## config.mk

```make
export PLATFORM = sky130hd
export DESIGN_NAME = set_bit_enumerator
export DESIGN_NICKNAME = d
export VERILOG_FILES = /design/src/rtl/set_bit_enumerator_pkg.sv /design/src/rtl/set_bit_enumerator_ffs_enc.sv /design/src/rtl/set_bit_enumerator.sv
export SDC_FILE = /design/constraint.sdc
export NUM_CORES = 1
export LEC_CHECK = 0
export BUFFER_PORTS_ARGS = -buffer_cell sky130_fd_sc_hd__buf_2
export CAP_MARGIN = 20
export CORE_ASPECT_RATIO = 1.5
export CORE_MARGIN = 1
export CORE_UTILIZATION = 52
export CTS_CLUSTER_DIAMETER = 40
export DETAILED_ROUTE_END_ITERATION = 7
export PLACE_DENSITY = 0.84
export SYNTH_ARGS = -nofsm -noshare
export SYNTH_HDL_FRONTEND = slang
export SYNTH_SLANG_ARGS = --single-unit
export TNS_END_PERCENT = 10
```

## constraint.sdc

```tcl
create_clock -name clk -period 2.5 [get_ports clk]
set_input_delay 0.25 -clock clk [delete_from_list [all_inputs] [get_ports clk]]
set_output_delay 0.25 -clock clk [all_outputs]
set_load 0.1 [all_outputs]
```

## src/rtl/set_bit_enumerator_pkg.sv

```systemverilog
// rtl/set_bit_enumerator_pkg.sv - shared constants, FSM state type and popcount helper
//
// Contents:
//   WIDTH, IDXW, CNTW : vector, index/ordinal and popcount widths
//   state_e           : IDLE (accepting a vector) / EMIT (streaming indices)
//   popcount()        : number of set bits in a WIDTH-bit vector
package set_bit_enumerator_pkg;

  localparam int WIDTH = 32;
  localparam int IDXW  = 5;
  localparam int CNTW  = 6;

  typedef enum logic [0:0] {
    IDLE = 1'b0,
    EMIT = 1'b1
  } state_e;

  // CNTW is one bit wider than IDXW so an all-ones vector (32) fits.
  function automatic logic [CNTW-1:0] popcount(input logic [WIDTH-1:0] v);
    logic [CNTW-1:0] c;
    c = '0;
    for (int i = 0; i < WIDTH; i++) begin
      c = c + CNTW'(v[i]);
    end
    return c;
  endfunction

endpackage

```

## src/rtl/set_bit_enumerator_ffs_enc.sv

```systemverilog
// rtl/set_bit_enumerator_ffs_enc.sv - combinational lowest-set-bit priority encoder
//
// Ports:
//   vec    in  WIDTH  vector to search
//   idx    out IDXW   position of the lowest set bit (0 when vec is zero)
//   any    out 1      vec has at least one bit set
//   onehot out WIDTH  isolated lowest set bit (all-zero when vec is zero)
module ffs_enc
  import set_bit_enumerator_pkg::*;
(
  input  logic [WIDTH-1:0] vec,
  output logic [IDXW-1:0]  idx,
  output logic             any,
  output logic [WIDTH-1:0] onehot
);

  // Two's-complement trick: vec & -vec keeps only the lowest set bit.
  assign onehot = vec & (~vec + WIDTH'(1));
  assign any    = |vec;

  // Scan from the top so the lowest set bit wins the last assignment.
  always_comb begin
    idx = '0;
    for (int i = WIDTH - 1; i >= 0; i--) begin
      if (vec[i]) begin
        idx = IDXW'(i);
      end
    end
  end

endmodule

```

## src/rtl/set_bit_enumerator.sv

```systemverilog
// rtl/set_bit_enumerator.sv - expands a 32-bit vector into a stream of set-bit indices
//
// Ports:
//   clk, rst_n             clock (rising edge) and asynchronous active-low reset
//   in_valid/in_ready      vector handshake; in_vec is the vector to enumerate
//   out_valid/out_ready    beat handshake, one beat per set bit (one beat if empty)
//   out_idx                position of the current set bit, ascending
//   out_seq                0-based ordinal of the beat within the vector
//   out_count              popcount of the whole vector, constant across its beats
//   out_last               final beat of the vector
//   out_empty              vector was all-zero (single beat, idx 0)
module set_bit_enumerator
  import set_bit_enumerator_pkg::*;
(
  input  logic             clk,
  input  logic             rst_n,
  input  logic             in_valid,
  output logic             in_ready,
  input  logic [WIDTH-1:0] in_vec,
  output logic             out_valid,
  input  logic             out_ready,
  output logic [IDXW-1:0]  out_idx,
  output logic [IDXW-1:0]  out_seq,
  output logic [CNTW-1:0]  out_count,
  output logic             out_last,
  output logic             out_empty
);

  state_e           state_q, state_d;
  logic [WIDTH-1:0] mask_q, mask_d;
  logic [CNTW-1:0]  count_q, count_d;
  logic [IDXW-1:0]  seq_q, seq_d;
  logic             empty_q, empty_d;

  logic [IDXW-1:0]  ffs_idx;
  logic             ffs_any;
  logic [WIDTH-1:0] ffs_onehot;

  logic emit;
  logic last_beat;
  logic accept;
  logic beat;

  ffs_enc u_ffs_enc (
    .vec    (mask_q),
    .idx    (ffs_idx),
    .any    (ffs_any),
    .onehot (ffs_onehot)
  );

  assign emit = (state_q == EMIT);

  // Last beat: the mask holds only the bit being emitted now, or the
  // vector was empty and this is its only beat.
  assign last_beat = empty_q || (ffs_any && ((mask_q & ~ffs_onehot) == '0));

  assign accept = !emit && in_valid;
  assign beat   = emit && out_ready;

  always_comb begin
    state_d = state_q;
    mask_d  = mask_q;
    count_d = count_q;
    seq_d   = seq_q;
    empty_d = empty_q;

    if (accept) begin
      state_d = EMIT;
      mask_d  = in_vec;
      count_d = popcount(in_vec);
      seq_d   = '0;
      empty_d = (in_vec == '0);
    end else if (beat) begin
      mask_d = mask_q & ~ffs_onehot;
      if (last_beat) begin
        state_d = IDLE;
      end else begin
        // Only advanced between beats, so 32 beats never wrap the ordinal.
        seq_d = seq_q + IDXW'(1);
      end
    end
  end

  always_ff @(posedge clk or negedge rst_n) begin
    if (!rst_n) begin
      state_q <= IDLE;
      mask_q  <= '0;
      count_q <= '0;
      seq_q   <= '0;
      empty_q <= 1'b0;
    end else begin
      state_q <= state_d;
      mask_q  <= mask_d;
      count_q <= count_d;
      seq_q   <= seq_d;
      empty_q <= empty_d;
    end
  end

  // Outputs come only from registered state; they read as zero in IDLE.
  assign in_ready  = !emit;
  assign out_valid = emit;
  assign out_idx   = emit ? ffs_idx : '0;
  assign out_seq   = emit ? seq_q : '0;
  assign out_count = emit ? count_q : '0;
  assign out_last  = emit && last_beat;
  assign out_empty = emit && empty_q;

endmodule
```

# Word-level counts from Yosys, hierarchy flattened
# Index checks and enable logic that the tools add are counted.
# totals
register_bits	45
wordCells	100
in_bits	36
output_inout_bits	20
# classes
n_eq_ne	1
n_mux	43
addsub	33
n_bitwise	4
reduce_logical	14
# op_table
op	n
$mux 5	37
$add 6x1->6	26
$and 32x32->32	2
$logic_not 32->1	2
$mux 32	2
$not 32->32	2
$add 32x1->32 const B	1
$reduce_or 32->1	1
$add 5x1->6	1
$mux 6	1
$add 4x1->5	1
$add 5x1->5 const B	1
$logic_and 1x1->1	5
$add 3x1->4	1
$reduce_and 2->1	2
$reduce_bool 2->1	2
$add 2x1->3	1
$mux 1	3
$add 1x1->2	1
$ne 2x1->1 const B	1
$logic_not 1->1	1
$logic_or 1x1->1	1

# Longest topological paths before layout
# logic_depth
ltp_word	33
depth_mapped	18
mapped_depth_nobuf	18

# Modules after synthesis
# From an unflattened synthesis, not the netlist that was laid out.
# hier_totals
cells_unflattened	472
area_unflattened_um2	3882.5
# modules_own_cells
module	n_inst	seq_area_each_um2	area_per_inst_um2	cells_each
set_bit_enumerator	1	1126.1	3145.5	358
ffs_enc	1	0.0	737.0	114

# Least setup slack after synthesis
# No wires, ideal clock.
# synth_path
path_kind	in2reg
start	input in_vec[17]
end	register count_q[4]
n_path_buf	0
required_time_ns	2.417
setup_time_ns	0.083
path_slack_ns	-1.923
arrival_time_ns	4.340
stages	18
cell_sequence	fa_1 -> inv_1 -> fa_1 -> inv_1 -> fa_1 -> inv_1 -> fa_1 -> fa_1 -> fa_1 -> inv_1 -> ha_1 -> inv_1 -> fa_1 -> inv_1 -> a21o_1 -> a21oi_1 -> xor2_1 -> o21ai_0
# synth_via
elab_chain_len	15
# synth_rtl
item	line	rtl
from (decl)	set_bit_enumerator.sv:19	input logic [WIDTH-1:0] in_vec,
$add 6x1->6 (15 in series)	set_bit_enumerator_pkg.sv:23	c = c + CNTW'(v[i]);
to (signal assigned)	set_bit_enumerator.sv:94	count_q <= count_d;
to (decl)	set_bit_enumerator.sv:31	logic [CNTW-1:0] count_q, count_d;
# Every way passes these cells.
# A chain may end at the register's enable or synchronous reset.

# Worst setup path in the final report
# Same ends and word-level chain as after synthesis.

==> impl_metrics.csv <==
group,metric,value,unit
clock_network,cts_max_path_buffers,2,
floorplanning,die_w,69.90,µm
timing,fin_setup_tns,-11.34,ns
critical_path,crit_chain,"buf_2, fa_1, inv_2, fa_1, inv_1, fa_1, inv_2, fa_1, fa_1, fa_1, inv_2, ha_4, inv_2, fa_2, inv_1, a21o_1, a21oi_2, xor2_1, o21ai_1",
critical_path,max_stage_delay,0.55,ns
synth,ys_seq_area_share,31.32,%
critical_path,worstPathArrival,4.55,ns
floorplanning,die_area,0.007259,mm²
final_layout,antennaDiodeCount,0,
synth,ys_warn_count,0,
floorplanning,coreArea,0.006576,mm²
timing,fmax,229.1,MHz
critical_path,crit_type,"in -> reg",
global_route,grt_pass1_wl,17720,µm
clock_network,h-tree-depth,2,
min_path,holdCritPathClass,"in -> reg",
clock_network,cts_tree,"built",
critical_path,crit_slowest_cell,"fa_1",
critical_path,start_kind,"input port",
synth,yosys_register_bits,45,
final_layout,layout_commonest_cell,"buf_4",
timing,finalCritPeriodShare,174.6,%
synth,synth-edff-count,0,
global_route,grt_usage,30.78,%
route,dr_total_vias,3765,
clock_network,cts_sinks,45,
final_layout,nets,612,
route,totalWireLength,10920,µm
clock_network,cts.clk_slew.worst_paths,0.09,ns
synth,avgSynthCellArea,8.582,µm²
global_route,gr-total-overflow,0,
placement,dpl.hpwl,8513,µm
final_layout,final_cell_mix,"buf_4, buf_2, nand2_1",
timing,worstMarginPinSlew,0.4866,ns
floorplanning,boundaryPins,56,
global_route,antenna_found_initial,0,
final_layout,multi_input_area,0.002236,mm²
route,wire_per_inst,17.60,µm
timing,rsz0062_at_grt,"true",
clock_network,numCtsBuffers,5,
outcome,status,"complete, but fails checks",
timing,setup_viol_count_final,16,
critical_path,crit_top_cell,"fa_1",
global_route,grt_max_degree,52,
timing,hold_violations,0,
clock_network,clock_latency,0.32,ns
global_route,grt_pass1_vias,3905,
critical_path,end_kind,"flip-flop",
final_layout,fillerInstances,428,
synth,syn-cell-area,0.003596,mm²
route,drt_iter0_markers,268,
route,antenna_left,0,
timing,min_period,4.366,ns
floorplanning,start_util,54.68,%
placement,place_congestion,0.9606,
synth,ys.flop_type,"dfrtp_1",
route,avgViaCountPerCell,6.073,
synth,netlist_instances,419,
critical_path,path_max_fanout,2,
timing,slew_headroom,67.11,%
synth,ys_types,52,
job,cap_violations,0,
final_layout,seqCellArea,0.001126,mm²
final_layout,drive_gt1_share,33.09,%
critical_path,cp.required,2.69,ns
outcome,violations,"setup timing",
route,drc_errors,0,
clock_network,post_cts.repair.setup_buffers,0,
synth,ys_async_sr_fraction,100.0,%
clock_network,cts_root_buf,"clkbuf_8",
timing,fin_worst_skew,0.007784,ns
floorplanning,rows,36,
floorplanning,floorplan.die.height,103.8,µm
timing,drv_slew,0,
route,dr.pass1.iters,7,
timing,finalWorstSetupSlack,-1.866,ns
synth,syn-num-nets,488,
placement,portBuffers,55,
final_layout,syn2layout_area_growth,33.26,%
[what timing repair did]
action                                 in CTS  in global routing
setup endpoints to repair                  20                 20
resized for setup                          12                 11
hold buffers                                0                  1
endpoints found under the hold margin       0                  5
pin swaps                                   5                 11
[through the flow]
stage	hold WS [ns]	instance area, µm²	instances	util [%]	worst slack (ns)
3_3_place_gp	0.4474	4607	610	70.05	-2.097
5_1_grt	0.2171	4792	620	72.87	-1.986
4_1_cts	0.1197	4741	618	72.09	-1.870
3_5_place_dp	0.4548	4607	610	70.05	-2.220
6_report	0.1934	4792	620	72.87	-1.866
2_1_floorplan	-0.04559	3605	419	-	-1.882
[cell usage after synthesis, types with 2 or more instances]
| library cell | count | area, µm² |
|---|---|---|
| maj3_1 | 2 | 20.02 |
| o211ai_1 | 13 | 97.59 |
| a21o_1 | 3 | 22.52 |
| nor2_1 | 18 | 67.56 |
| o21bai_1 | 2 | 15.01 |
| o31ai_1 | 10 | 75.07 |
| clkbuf_1 | 23 | 86.33 |
| o22a_1 | 2 | 17.52 |
| a21oi_1 | 12 | 60.06 |
| o21ai_0 | 44 | 220.2 |
| nor4_1 | 12 | 75.07 |
| a211oi_1 | 5 | 37.54 |
| o21ai_1 | 4 | 20.02 |
| nor2b_1 | 3 | 18.77 |
| buf_1 | 2 | 7.510 |
| xor2_1 | 3 | 26.28 |
| dfrtp_1 | 45 | 1126 |
| or4_1 | 3 | 22.52 |
| or2_2 | 2 | 12.51 |
| o41ai_1 | 7 | 61.31 |
| nand2_1 | 48 | 180.2 |
| nand4_1 | 2 | 12.51 |
| nand2b_1 | 2 | 12.51 |
| inv_1 | 48 | 180.2 |
| or3_1 | 2 | 12.51 |
| nand3_1 | 11 | 55.05 |
| a31oi_1 | 3 | 18.77 |
| buf_6 | 2 | 22.52 |
| o311ai_0 | 10 | 87.58 |
| ha_1 | 9 | 112.6 |
| nor3_1 | 12 | 60.06 |
| and2_1 | 12 | 75.07 |
| fa_1 | 24 | 480.5 |
[layer usage]
metal / share of wire, % / wire length [µm] / global-route usage [%]
met1: 37 / 4019 / 33.70
met2: 54 / 5882 / 55.77
met3: 4.2 / 463 / 4.183
met4: 5.0 / 551 / 17.29
met5: 0 / 0 / 0
[logic make-up after synthesis]
family | share of synthesized area, %
AND/OR/NAND/NOR | 19.69
adder cells (fa/ha/maj) | 17.05
AO/OA/AOI/OAI | 22.83
XOR/XNOR | 0.7308
buffers and inverters | 8.385
flip-flops | 31.32
[registers in the layout, indices dropped and copies added, names as in the netlist]
signal     flops
count_q        6
empty_q        1
mask_q        32
out_valid      1
seq_q          5
[layout make-up]
cell class / count / share of cell area (%)
Clock inverter: 3 / 0.4700
Timing Repair Buffer: 145 / 22.19
Tap cell: 76 / 1.984
Inverter: 48 / 3.760
Clock buffer: 5 / 1.436
Sequential cell: 45 / 23.50
Multi-Input combinational cell: 298 / 46.66
[critical path, delay by kind of cell]
family                     cells  cell delay [ns]
buffers and inverters          7             0.41
adders and majority gates      8             3.33
xor gates and xnor gates       1             0.16
AOI/OAI and AO/OA              3             0.42
[worst paths after layout]
path                            start         end  slack [ns]  depth (start not counted)
setup reg to reg            mask_q[9]    seq_q[2]       -0.21                          9
max in group asynchronous       rst_n  mask_q[21]        1.76                          3
hold reg to reg            count_q[3]  count_q[3]        0.49                          2
hold / removal               in_valid   out_valid        0.19                          2
min in group asynchronous       rst_n  count_q[5]        0.30                          2
setup / recovery           in_vec[17]  count_q[4]       -1.87                         19
Power is left out: the tool's default activity adds up to more than one toggle a clock period on the data nets, which glitch-free logic cannot reach.
